## src/rtl/led_display_arbiter.sv

```systemverilog
// Round-robin owner arbitration with minimum dwell for a shared 8-digit LED display, plus scan-tick divider.
// Optional macro LED_ARB_PRIO_EN makes requester 0 urgent (always wins, pre-empts other owners).
module led_display_arbiter #(
  parameter int DATA_WIDTH = 32,
  parameter int NUM_REQ    = 4,
  parameter int SCAN_DIV   = 1000,
  parameter int DWELL      = 256
) (
  input  logic                          clk_src,
  input  logic                          rst,
  input  logic [NUM_REQ-1:0]            req,
  input  logic [NUM_REQ*DATA_WIDTH-1:0] req_data,
  output logic [NUM_REQ-1:0]            grant,
  output logic [DATA_WIDTH-1:0]         led_data,
  output logic                          scan_tick,
  output logic                          busy,
  output logic [1:0]                    dbg_state_o
);

  localparam int IW    = (NUM_REQ > 1) ? $clog2(NUM_REQ) : 1;
  localparam int DIV_W = $clog2(SCAN_DIV);
  localparam int DW_W  = $clog2(DWELL + 1);
  localparam logic [DIV_W-1:0]   DIV_LAST  = DIV_W'(SCAN_DIV - 1);
  localparam logic [DW_W-1:0]    DWELL_MAX = DW_W'(DWELL);
  localparam logic [NUM_REQ-1:0] ONE_HOT0  = NUM_REQ'(1);
  localparam logic [IW-1:0]      LAST_RST  = IW'(NUM_REQ - 1);

  typedef enum logic [1:0] {
    IDLE    = 2'd0,
    OWN     = 2'd1,
    HANDOFF = 2'd2
  } state_e;

  state_e                  state_q;
  logic [IW-1:0]           last_q;
  logic [DIV_W-1:0]        div_q;
  logic [DW_W-1:0]         dwell_q;
  logic [NUM_REQ-1:0]      grant_q;
  logic [DATA_WIDTH-1:0]   led_q;
  logic                    tick_q;

  logic [DATA_WIDTH-1:0]   slice_w [NUM_REQ];
  logic [IW-1:0]           arb_idx_d;
  logic [IW-1:0]           cand;
  logic                    arb_hit;
  logic                    owner_req;
  logic                    other_req;
  logic                    dwell_done;
  logic                    preempt;
  logic                    leave_own;

  for (genvar g = 0; g < NUM_REQ; g++) begin : g_slice
    assign slice_w[g] = req_data[g*DATA_WIDTH +: DATA_WIDTH];
  end

  // Search starts just after the last owner, so the previous owner ranks last.
  always_comb begin
    arb_idx_d = last_q;
    arb_hit   = 1'b0;
    cand      = '0;
    for (int i = 1; i <= NUM_REQ; i++) begin
      cand = IW'((int'(last_q) + i) % NUM_REQ);
      if (!arb_hit && req[cand]) begin
        arb_hit   = 1'b1;
        arb_idx_d = cand;
      end
    end
`ifdef LED_ARB_PRIO_EN
    if (req[0]) begin
      arb_hit   = 1'b1;
      arb_idx_d = '0;
    end
`endif
  end

  // grant_q is the owner's one-hot while in OWN, so it doubles as the owner mask.
  assign owner_req  = |(req & grant_q);
  assign other_req  = |(req & ~grant_q);
  assign dwell_done = (dwell_q == DWELL_MAX);
`ifdef LED_ARB_PRIO_EN
  assign preempt    = req[0] & ~grant_q[0];
`else
  assign preempt    = 1'b0;
`endif
  assign leave_own  = !owner_req || (dwell_done && other_req) || preempt;

  always_ff @(posedge clk_src) begin
    if (rst) begin
      state_q <= IDLE;
      grant_q <= '0;
      led_q   <= '0;
      tick_q  <= 1'b0;
      div_q   <= '0;
      dwell_q <= '0;
      last_q  <= LAST_RST;
    end else begin
      div_q  <= (div_q == DIV_LAST) ? '0 : div_q + 1'b1;
      tick_q <= (div_q == DIV_LAST);
      case (state_q)
        IDLE, HANDOFF: begin
          if (arb_hit) begin
            state_q <= OWN;
            grant_q <= ONE_HOT0 << arb_idx_d;
            last_q  <= arb_idx_d;
            dwell_q <= '0;
            led_q   <= slice_w[arb_idx_d];
          end else begin
            state_q <= IDLE;
          end
        end
        OWN: begin
          if (tick_q && !dwell_done) dwell_q <= dwell_q + 1'b1;
          if (leave_own) begin
            state_q <= HANDOFF;
            grant_q <= '0;
          end else begin
            led_q <= slice_w[last_q];
          end
        end
        default: begin
          state_q <= IDLE;
          grant_q <= '0;
        end
      endcase
    end
  end

  assign grant       = grant_q;
  assign led_data    = led_q;
  assign scan_tick   = tick_q;
  assign busy        = (state_q != IDLE);
  assign dbg_state_o = state_q;

endmodule
```

## config.mk

```make
export PLATFORM = sky130hd
export DESIGN_NAME = led_display_arbiter
export DESIGN_NICKNAME = d
export VERILOG_FILES = /design/src/rtl/led_display_arbiter.sv
export SDC_FILE = /design/constraint.sdc
export NUM_CORES = 1
export LEC_CHECK = 0
export ABC_CLOCK_PERIOD_IN_PS = 4350
export CELL_PAD_IN_SITES_DETAIL_PLACEMENT = 0
export CELL_PAD_IN_SITES_GLOBAL_PLACEMENT = 1
export CORE_UTILIZATION = 36
export DETAILED_ROUTE_END_ITERATION = 7
export GPL_TIMING_DRIVEN = 0
export PLACE_DENSITY = 0.89
export SLEW_MARGIN = 0
export SYNTH_ARGS = -nofsm -noshare
export SYNTH_HDL_FRONTEND = slang
export SYNTH_SLANG_ARGS = --single-unit
```

## constraint.sdc

```tcl
create_clock -name clk_src -period 4.35 [get_ports clk_src]
set_input_delay 0.435 -clock clk_src [delete_from_list [all_inputs] [get_ports clk_src]]
set_output_delay 0.435 -clock clk_src [all_outputs]
set_load 0.005 [all_outputs]
```

; After elaboration in Yosys (flattened, before gate mapping)
; Index checks and enable logic that the tools add are counted.
[word_totals]
regBits = 60
inputBits = 134
output_inout_bits = 40
wordCells = 89
[op_classes]
add_sub_neg = 6
n_lt_le_gt_ge = 6
eq_ne = 8
shifts = 1
muxes = 34
bitwise = 5
reduce_logical = 22
[op_table]
columns = op, n
row1 = 2-to-1 mux 32 bit, 6
row2 = binary-select mux 32 bit (select 2 bit), 2
row3 = one-hot mux 32 bit (2 select lines), 1
row4 = 2-to-1 mux 9 bit, 2
row5 = one-hot mux 9 bit (2 select lines), 1
row6 = "less-than comparator 2 x 3 -> 1 bit, second input constant", 4
row7 = "adder 10 x 1 -> 10 bit, second input constant", 1
row8 = "== test 10 bit, second input constant", 1
row9 = 2-to-1 mux 2 bit, 5
row10 = "adder 9 x 1 -> 9 bit, second input constant", 1
row11 = "== test 9 bit, second input constant", 1
row12 = 2-to-1 mux 1 bit, 9
row13 = bitwise AND 4 bit, 2
row14 = binary-select mux 1 bit (select 2 bit), 4
row15 = 2-to-1 mux 4 bit, 2
row16 = "inequality test 2 bit, second input constant", 4
row17 = one-hot mux 4 bit (2 select lines), 1
row18 = OR reduction 4 bit, 2
row19 = "greater-or-equal comparator 3 bit, second input constant", 2
row20 = NOT 2 -> 3 bit, 2
row21 = AND reduction 3 bit, 2
row22 = logical AND 1 bit, 5
row23 = zero test 1 bit, 5
row24 = "adder 2 x 1 -> 2 bit, second input constant", 2
row25 = other kinds (11), 15

; Depth between registers and ports, before layout
; Gate-level depths: netlist of the first run.
[logic_depth]
ltp_word = 19
depth_mapped = 8

; Worst setup path after synthesis of the first run
; Ideal clock, no wire load.
[synth_timing]
path_kind = input -> register
startpoint = input port req[1]
endpoint = register led_q[0], in the netlist led_data[0]
setup_ps = 92
t_arrival_ps = 1710
required_time_ps = 4258
slack_ps = 2548
path_stages = 8
cell_sequence = nor4_4 > nor2_2 > or2_0 > buf_2 > or2_1 > buf_6 > buf_6 > o32ai_1
[synth_between]
elab_chain_len = 18
word_cells_on_any_way = 38
classes_between = 2 x eq/ne / 21 x mux / 3 x bitwise / 12 x reduce/logical
[synth_rtl]
columns = element, line
row1 = from (decl), 11  ; input logic [NUM_REQ-1:0] req,
row2 = binary-select mux 1 bit (select 2 bit), 63  ; if (!arb_hit && req[cand]) begin
row3 = 2-to-1 mux 1 bit (implied by the code), 63
row4 = 2-to-1 mux 1 bit, 63
row5 = zero test 1 bit, 63
row6 = logical AND 1 bit, 63
row7 = 2-to-1 mux 1 bit, 63
row8 = zero test 1 bit, 63
row9 = logical AND 1 bit, 63
row10 = 2-to-1 mux 1 bit, 63
row11 = zero test 1 bit, 63
row12 = logical AND 1 bit, 63
row13 = 2-to-1 mux 2 bit, 63
row14 = NOT 2 -> 3 bit (implied by the code), 106  ; led_q <= slice_w[arb_idx_d];
row15 = binary-select mux 32 bit (select 2 bit), 106
row16 = 2-to-1 mux 32 bit (implied by the code) (2 in a row), 106
row17 = 2-to-1 mux 32 bit, 101  ; if (arb_hit) begin
row18 = one-hot mux 32 bit (2 select lines), 99  ; case (state_q)
row19 = to (signal assigned), 106
row20 = to (signal assigned), 117  ; led_q <= slice_w[last_q];
row21 = to (decl), 39  ; logic [DATA_WIDTH-1:0] led_q;
; Parallel ways exist; a longest one is shown, timed or not. The select of a mux whose other input is x is not followed.
; A chain may end at the register's enable or synchronous reset.

; Final worst setup path of the first run
[layout_timing]
startpoint = input port req[3]
endpoint = register led_q[15], in the netlist led_data[15]
; The elaborated chain is that of the path after synthesis.

==> results of run 1 <==
-- worst paths after layout --
kind,end,depth (start not counted)
min,div_q[0],1
max,led_data[15],8
max reg2reg,led_data[7],7
min reg2reg,div_q[0],1
-- Yosys cell counts, types with 6 or more instances --
cell      instances  area (sq um)
o32ai_1          32           280
a41o_1           32           320
nand3_1           6          30.0
xnor2_1           6          52.6
a21oi_1          10          50.1
xor2_1            7          61.3
nand2b_1          7          43.8
o31ai_1          32           240
mux4_2           32           721
inv_1            41           154
nand2_1           6          22.5
nor2_1           56           210
clkbuf_1         22          82.6
buf_2            33           165
a211oi_1         32           240
nand4_1          33           206
dfxtp_1          60          1200
o21ai_0           7          35.0
o31a_1           32           280
-- sequential cells by signal, indices dropped and copies added, names as in the netlist --
name,cells
scan_tick,1
led_data,32
div_q,10
dbg_state_o,2
last_q,2
grant,4
dwell_q,9
-- cell type report --
| type | count | area (sq um) | area share [%] |
|---|---|---|---|
| Timing Repair Buffer | 173 | 1730 | 24.1 |
| Multi-Input combinational cell | 381 | 3230 | 45.0 |
| Clock buffer | 9 | 225 | 3.13 |
| Clock inverter | 7 | 76.3 | 1.06 |
| Sequential cell | 60 | 1200 | 16.7 |
| Tap cell | 176 | 220 | 3.07 |
| Inverter | 41 | 154 | 2.14 |
| Buffer | 68 | 345 | 4.81 |
-- through the flow --
stage	util (%)	worst slack (ns)
floorplan	-	2.55
global placement	51.8	1.63
detailed placement	51.8	1.59
CTS	54.0	1.92
global route	54.0	1.72
finish	54.0	1.88
-- power breakdown --
part / internal (W) / switching (W) / total, W
Sequential: 0.000618 / 0.0000424 / 0.000660
Clock: 0.000446 / 0.000300 / 0.000746
Combinational: 0.000519 / 0.000469 / 0.000988
Total: 0.00158 / 0.000811 / 0.00239
-- kinds of logic after synthesis --
group / count (synthesis) / share of synthesized area (%)
AO/OA/AOI/OAI: 195 / 32.7
XOR/XNOR: 13 / 2.31
adder cells (fa/ha/maj): 3 / 0.761
buffers and inverters: 109 / 10.1
flip-flops: 60 / 24.4
multiplexers: 32 / 14.6
AND/OR/NAND/NOR: 138 / 15.1
-- cells in the final DEF, fill, tap and decap left out, drive strengths merged, types with 3 or more instances in the layout --
master	synthesis	routed
nand2	6	6
o32ai	32	32
a41o	32	32
nand3	6	6
buf	46	46
clkbuf	22	31
o2111ai	5	5
or3	3	3
xnor2	6	6
a211oi	33	33
nor3	7	7
o21ai	7	7
xor2	7	7
clkinv	0	3
inv	41	42
nand3b	4	4
o31a	32	32
a21oi	11	11
mux4	32	32
nand2b	7	7
clkdlybuf4s50	0	173
nor2	57	57
or2	4	4
ha	3	3
o31ai	32	32
dfxtp	60	60
nand4	33	33
-- routing by layer --
layer	share of wire [%]	global-route usage (%)	vias to the layer above	routed length [um]
met5	0	0	-	0
met4	2.2	13.1	0	411
met3	8.6	4.74	41	1620
met2	47	41.9	348	8880
met1	42	34.2	2695	7840
li1	-	-	2573	-
-- worst reg2reg max path: cells and delay by family, from the launching register on --
family | cells | cell delay, ns
and+or+nand+nor | 2 | 0.33
DFF | 1 | 0.36
AOI/OAI and AO/OA | 2 | 0.46
buffers and inverters | 3 | 1.02
==> metrics.yaml, run 1 <==
drc_errors: 0
start_kind: "input port"
hold_viol: 0
grt_pass1_vias: 5786
cpLargestDelayFamily: "buffers and inverters"
n_fill_cell: 1213
cp.arrival_ns: 2.73
start_util_pct: 37.1
ios: 174
worst_hold_slack_ns: 0.440
synth.yosys.seq_area_share_pct: 24.4
async_flop_share_pct: 0
critPathLaunch: "req[3]"
synth_enable_flop_cells: 0
rsz0062_at_grt: "false"
cts-buffers-inserted: 9
htreeDepth: 3
final_cells: 915
synth.distinct_cells: 51
die-area_sq_um: 14200
dieWidth_um: 119
hold_class: "flop to flop"
synth_area_sq_um: 4930
n_antenna_cell: 0
r2r_start: "dbg_state_o[1]"
synth_warnings: 0
drive_gt1_share_pct: 13.5
fin_skew_ns: 0.00629
cp.required_ns: 4.61
gp_congestion: 0.816
worstHoldStart: "div_q[0]"
fin_nets: 871
syn_nets: 687
viasPerCell: 6.18
run_status: "finished, final reports clean"
clkTransAtPathRegs_ns: 0.06
drv_cap: 0
cts_setup_buffers: 0
dp_cells: 899
insertion_delay_ns: 0.35
cts_buffer_depth: 2
p_total_w: 0.00239
core_sq_um: 13300
synth_top_flop_cell: "dfxtp_1"
vias: 5657
syn_inst: 550
finalMaxSlewViolations: 0
syn_area_per_cell_sq_um: 8.97
die_h_um: 119
crit_chain: "clkdlybuf4s50_1 > inv_1 > or3_1 > clkbuf_1 > clkbuf_1 > nand4_1 > a41o_1 > o32ai_1"
design_area_sq_um: 7180
cts_resized: 0
critical_path_class: "input port to flop"
rrSetupSlack_ns: 2.10
clock-root-buffer: "clkbuf_16"
fin_crit_ns: 2.47
crit_path_max_fanout: 10
wire_per_inst_um: 20.5
max_freq_ghz: 0.404
p_leak_nw: 2.71
cp_num_buf_inv: 4
end_kind: "flop"
drtPass1Iterations: 7
grt_max_degree: 13
max_stage_delay_ns: 0.55
grt_usage_pct: 26.3
cts_tree: "done"
setup_viol_count_final: 0
drtIter0Drc: 764
rows: 42
vdd_drop_max_uv: 188
final.setup.tns_ns: 0
drtAntennaViolNets: 0
grt_remaining_overflow: 0
port_buffers: 173
syn_to_final_growth_pct: 45.7
grt_pass1_wl_um: 29400
fin_crit_sh_pct: 56.9
cts_hold_buf: 0
tightestPinTransition_ns: 0.705
cts.sinks: 60
place_area_sq_um: 6880
drt-total-wl_um: 18800
crit_path_top_delay_cell: "clkdlybuf4s50_1"
ys_ff_latch: 60
powerDensity_nw_per_um2: 333
crit_top_cell: "clkbuf_1"
hpwl_um: 13100
grt_antenna_before_repair: 0
max-slew-margin-rel_pct: 53.0
Power figures use the tool's default switching activity.
==> run 2: changes to the inputs <==
--- a/config.mk
+++ b/config.mk
@@ -5,13 +5,13 @@
 export SDC_FILE = /design/constraint.sdc
 export NUM_CORES = 1
 export LEC_CHECK = 0
-export ABC_CLOCK_PERIOD_IN_PS = 4350
+export ABC_CLOCK_PERIOD_IN_PS = 2100
 export CELL_PAD_IN_SITES_DETAIL_PLACEMENT = 0
 export CELL_PAD_IN_SITES_GLOBAL_PLACEMENT = 1
-export CORE_UTILIZATION = 36
+export CORE_UTILIZATION = 30
 export DETAILED_ROUTE_END_ITERATION = 7
 export GPL_TIMING_DRIVEN = 0
-export PLACE_DENSITY = 0.89
+export PLACE_DENSITY = 0.8
 export SLEW_MARGIN = 0
 export SYNTH_ARGS = -nofsm -noshare
 export SYNTH_HDL_FRONTEND = slang
==> constraint.sdc (replaced) <==
create_clock -name clk_src -period 2.1 [get_ports clk_src]
set_input_delay 0.21 -clock clk_src [delete_from_list [all_inputs] [get_ports clk_src]]
set_output_delay 0.21 -clock clk_src [all_outputs]
set_load 0.005 [all_outputs]
==> run 2 against run 1 <==
  * First-iteration DRC count down 26%
  * Power is 110% higher
  * Clock skew increased by 0.0033 ns
  * Register-to-register slack got worse by 2.0 ns
  * Die area up 20%
==> metrics.yaml, run 2 (synthesis gave the netlist of run 1 again) <==
rows: 46  # +9.5%
rsz0062_at_grt: "true"
powerDensity_nw_per_um2: 688  # +110%
cts_tree: "done"
vias: 5674  # +0.30%
drv_cap: 0  # unchanged
clkTransAtPathRegs_ns: 0.06  # about the same
p_total_w: 0.00505  # +110%
fin_ws_ns: 0.0778  # -1.80 ns
dieWidth_um: 130  # +9.4%
gp_congestion: 0.847  # +3.8%
insertion_delay_ns: 0.35  # about the same
max-slew-margin-rel_pct: 61.8  # +8.7 points
fin_crit_ns: 2.02
tightestPinTransition_ns: 0.574  # -0.131 ns
vdd_drop_max_uv: 415  # +120%
cts.sinks: 60  # unchanged
setup_viol_count_final: 0  # unchanged
drc_errors: 0  # unchanged
drt-total-wl_um: 19900  # +6.0%
fin_crit_sh_pct: 96.3
grt_antenna_before_repair: 0  # unchanged
viasPerCell: 5.94  # -4.0%
hold_class: "flop to flop"
final_cell_mix: "clkdlybuf4s50_1, dfxtp_1, nor2_1"
finalMaxSlewViolations: 0  # unchanged
grt_max_degree: 14  # +1
grt_remaining_overflow: 0  # unchanged
drtAntennaViolNets: 0  # unchanged
fin_skew_ns: 0.00958  # +0.00329 ns
cp.arrival_ns: 2.26  # -0.47 ns
drive_gt1_share_pct: 16.8  # +3.2 points
syn_to_final_growth_pct: 48.9
cp.required_ns: 2.34  # -2.27 ns
post-place-ws_ns: -0.493  # -2.09 ns
core_sq_um: 15900  # +20%
p_leak_nw: 2.80  # +3.3%
end_kind: "flop"
max_freq_ghz: 0.495
crit_path_max_fanout: 10  # unchanged
n_antenna_cell: 0  # unchanged
ios: 174  # unchanged
final_cells: 956  # +4.5%
hold_viol: 0  # unchanged
dp_cells: 939  # +4.4%
drtIter0Drc: 562  # -26%
die_h_um: 130  # +9.4%
port_buffers: 173  # unchanged
critical_path_class: "flop to flop"
wire_per_inst_um: 20.8  # +1.4%
grt_usage_pct: 23.8  # -2.5 points
run_status: "finished, final reports clean"
final_common_cell: "clkdlybuf4s50_1"
die-area_sq_um: 17000  # +20%
worst_hold_slack_ns: 0.446  # +0.00610 ns
htreeDepth: 3  # unchanged
start_kind: "flop"
drtPass1Iterations: 5  # -2
fin_nets: 872  # +0.11%
clock-root-buffer: "clkbuf_16"
largest_register_ffs: 32  # unchanged
cts-buffers-inserted: 9  # unchanged
start_util_pct: 30.9  # -6.2 points
fin_util_pct: 46.0  # -8.0 points
hpwl_um: 13900  # +6.4%
grt_pass1_wl_um: 31000  # +5.4%
grt_pass1_vias: 5930  # +2.5%
cts_buffer_depth: 2  # unchanged
## run 2: changes by cell type in the layout (fill, tap and decap cells not counted), moves of 5 or more
cell / change
buf_2: -5
clkbuf_1: -16
buf_4: +5
clkbuf_4: +6
clkbuf_2: +13
## run 2: path summary, 6_finish.rpt
kind              from     endpoint  slack [ns]  cells after the start
max reg2reg  last_q[1]  led_data[1]        0.08                      7
max          last_q[1]  led_data[1]        0.08                      7
min reg2reg   div_q[0]     div_q[0]        0.45                      1
min           div_q[0]     div_q[0]        0.45                      1
## run 2: timing repair
action / CTS / global route
pin swaps: 0 / 2
gates cloned: 0 / 0
buffers inserted: 0 / 1
gates resized for setup: 22 / 35
hold buffers: 0 / 0
endpoints found under the setup margin: 30 / 35
## run 2: layout make-up
| type | instances | area (sq um) |
|---|---|---|
| Buffer | 68 | 408 |
| Clock buffer | 9 | 225 |
| Tap cell | 216 | 270 |
| Sequential cell | 60 | 1200 |
| Fill cell | 1547 | 8600 |
| Clock inverter | 7 | 81.3 |
| Inverter | 41 | 154 |
| Multi-Input combinational cell | 381 | 3260 |
| Timing Repair Buffer | 174 | 1740 |
## run 2: stage by stage
stage                     setup TNS, ns  instance area (sq um)
after CTS                             0                   7280
after global routing            -0.0260                   7340
after floorplan                       0                   4930
after detailed placement         -15.38                   6930
final                                 0                   7340
after global placement           -13.97                   6930
## run 2: report_power, final
part	internal, W	switching, W
clock network	0.000937	0.000638
registers	0.00128	0.0000877
logic	0.00111	0.000997
## run 2: routing by layer
| layer | up-vias | share of wire [%] | track usage, % | wire, um |
|---|---|---|---|---|
| met3 | 35 | 8.4 | 6.19 | 1660 |
| met4 | 0 | 1.5 | 7.46 | 289 |
| met5 | - | 0 | 0 | 0 |
| li1 | 2573 | - | - | - |
| met1 | 2739 | 42 | 30.2 | 8320 |
| met2 | 327 | 48 | 39.4 | 9600 |
## run 2: critical path: stages (launching register included)
cell and delay [ns]:
dfxtp_1 0.33, buf_4 0.18, nor3_2 0.28, buf_4 0.23
buf_2 0.27, o31ai_1 0.12, a41o_1 0.24, o32ai_1 0.25
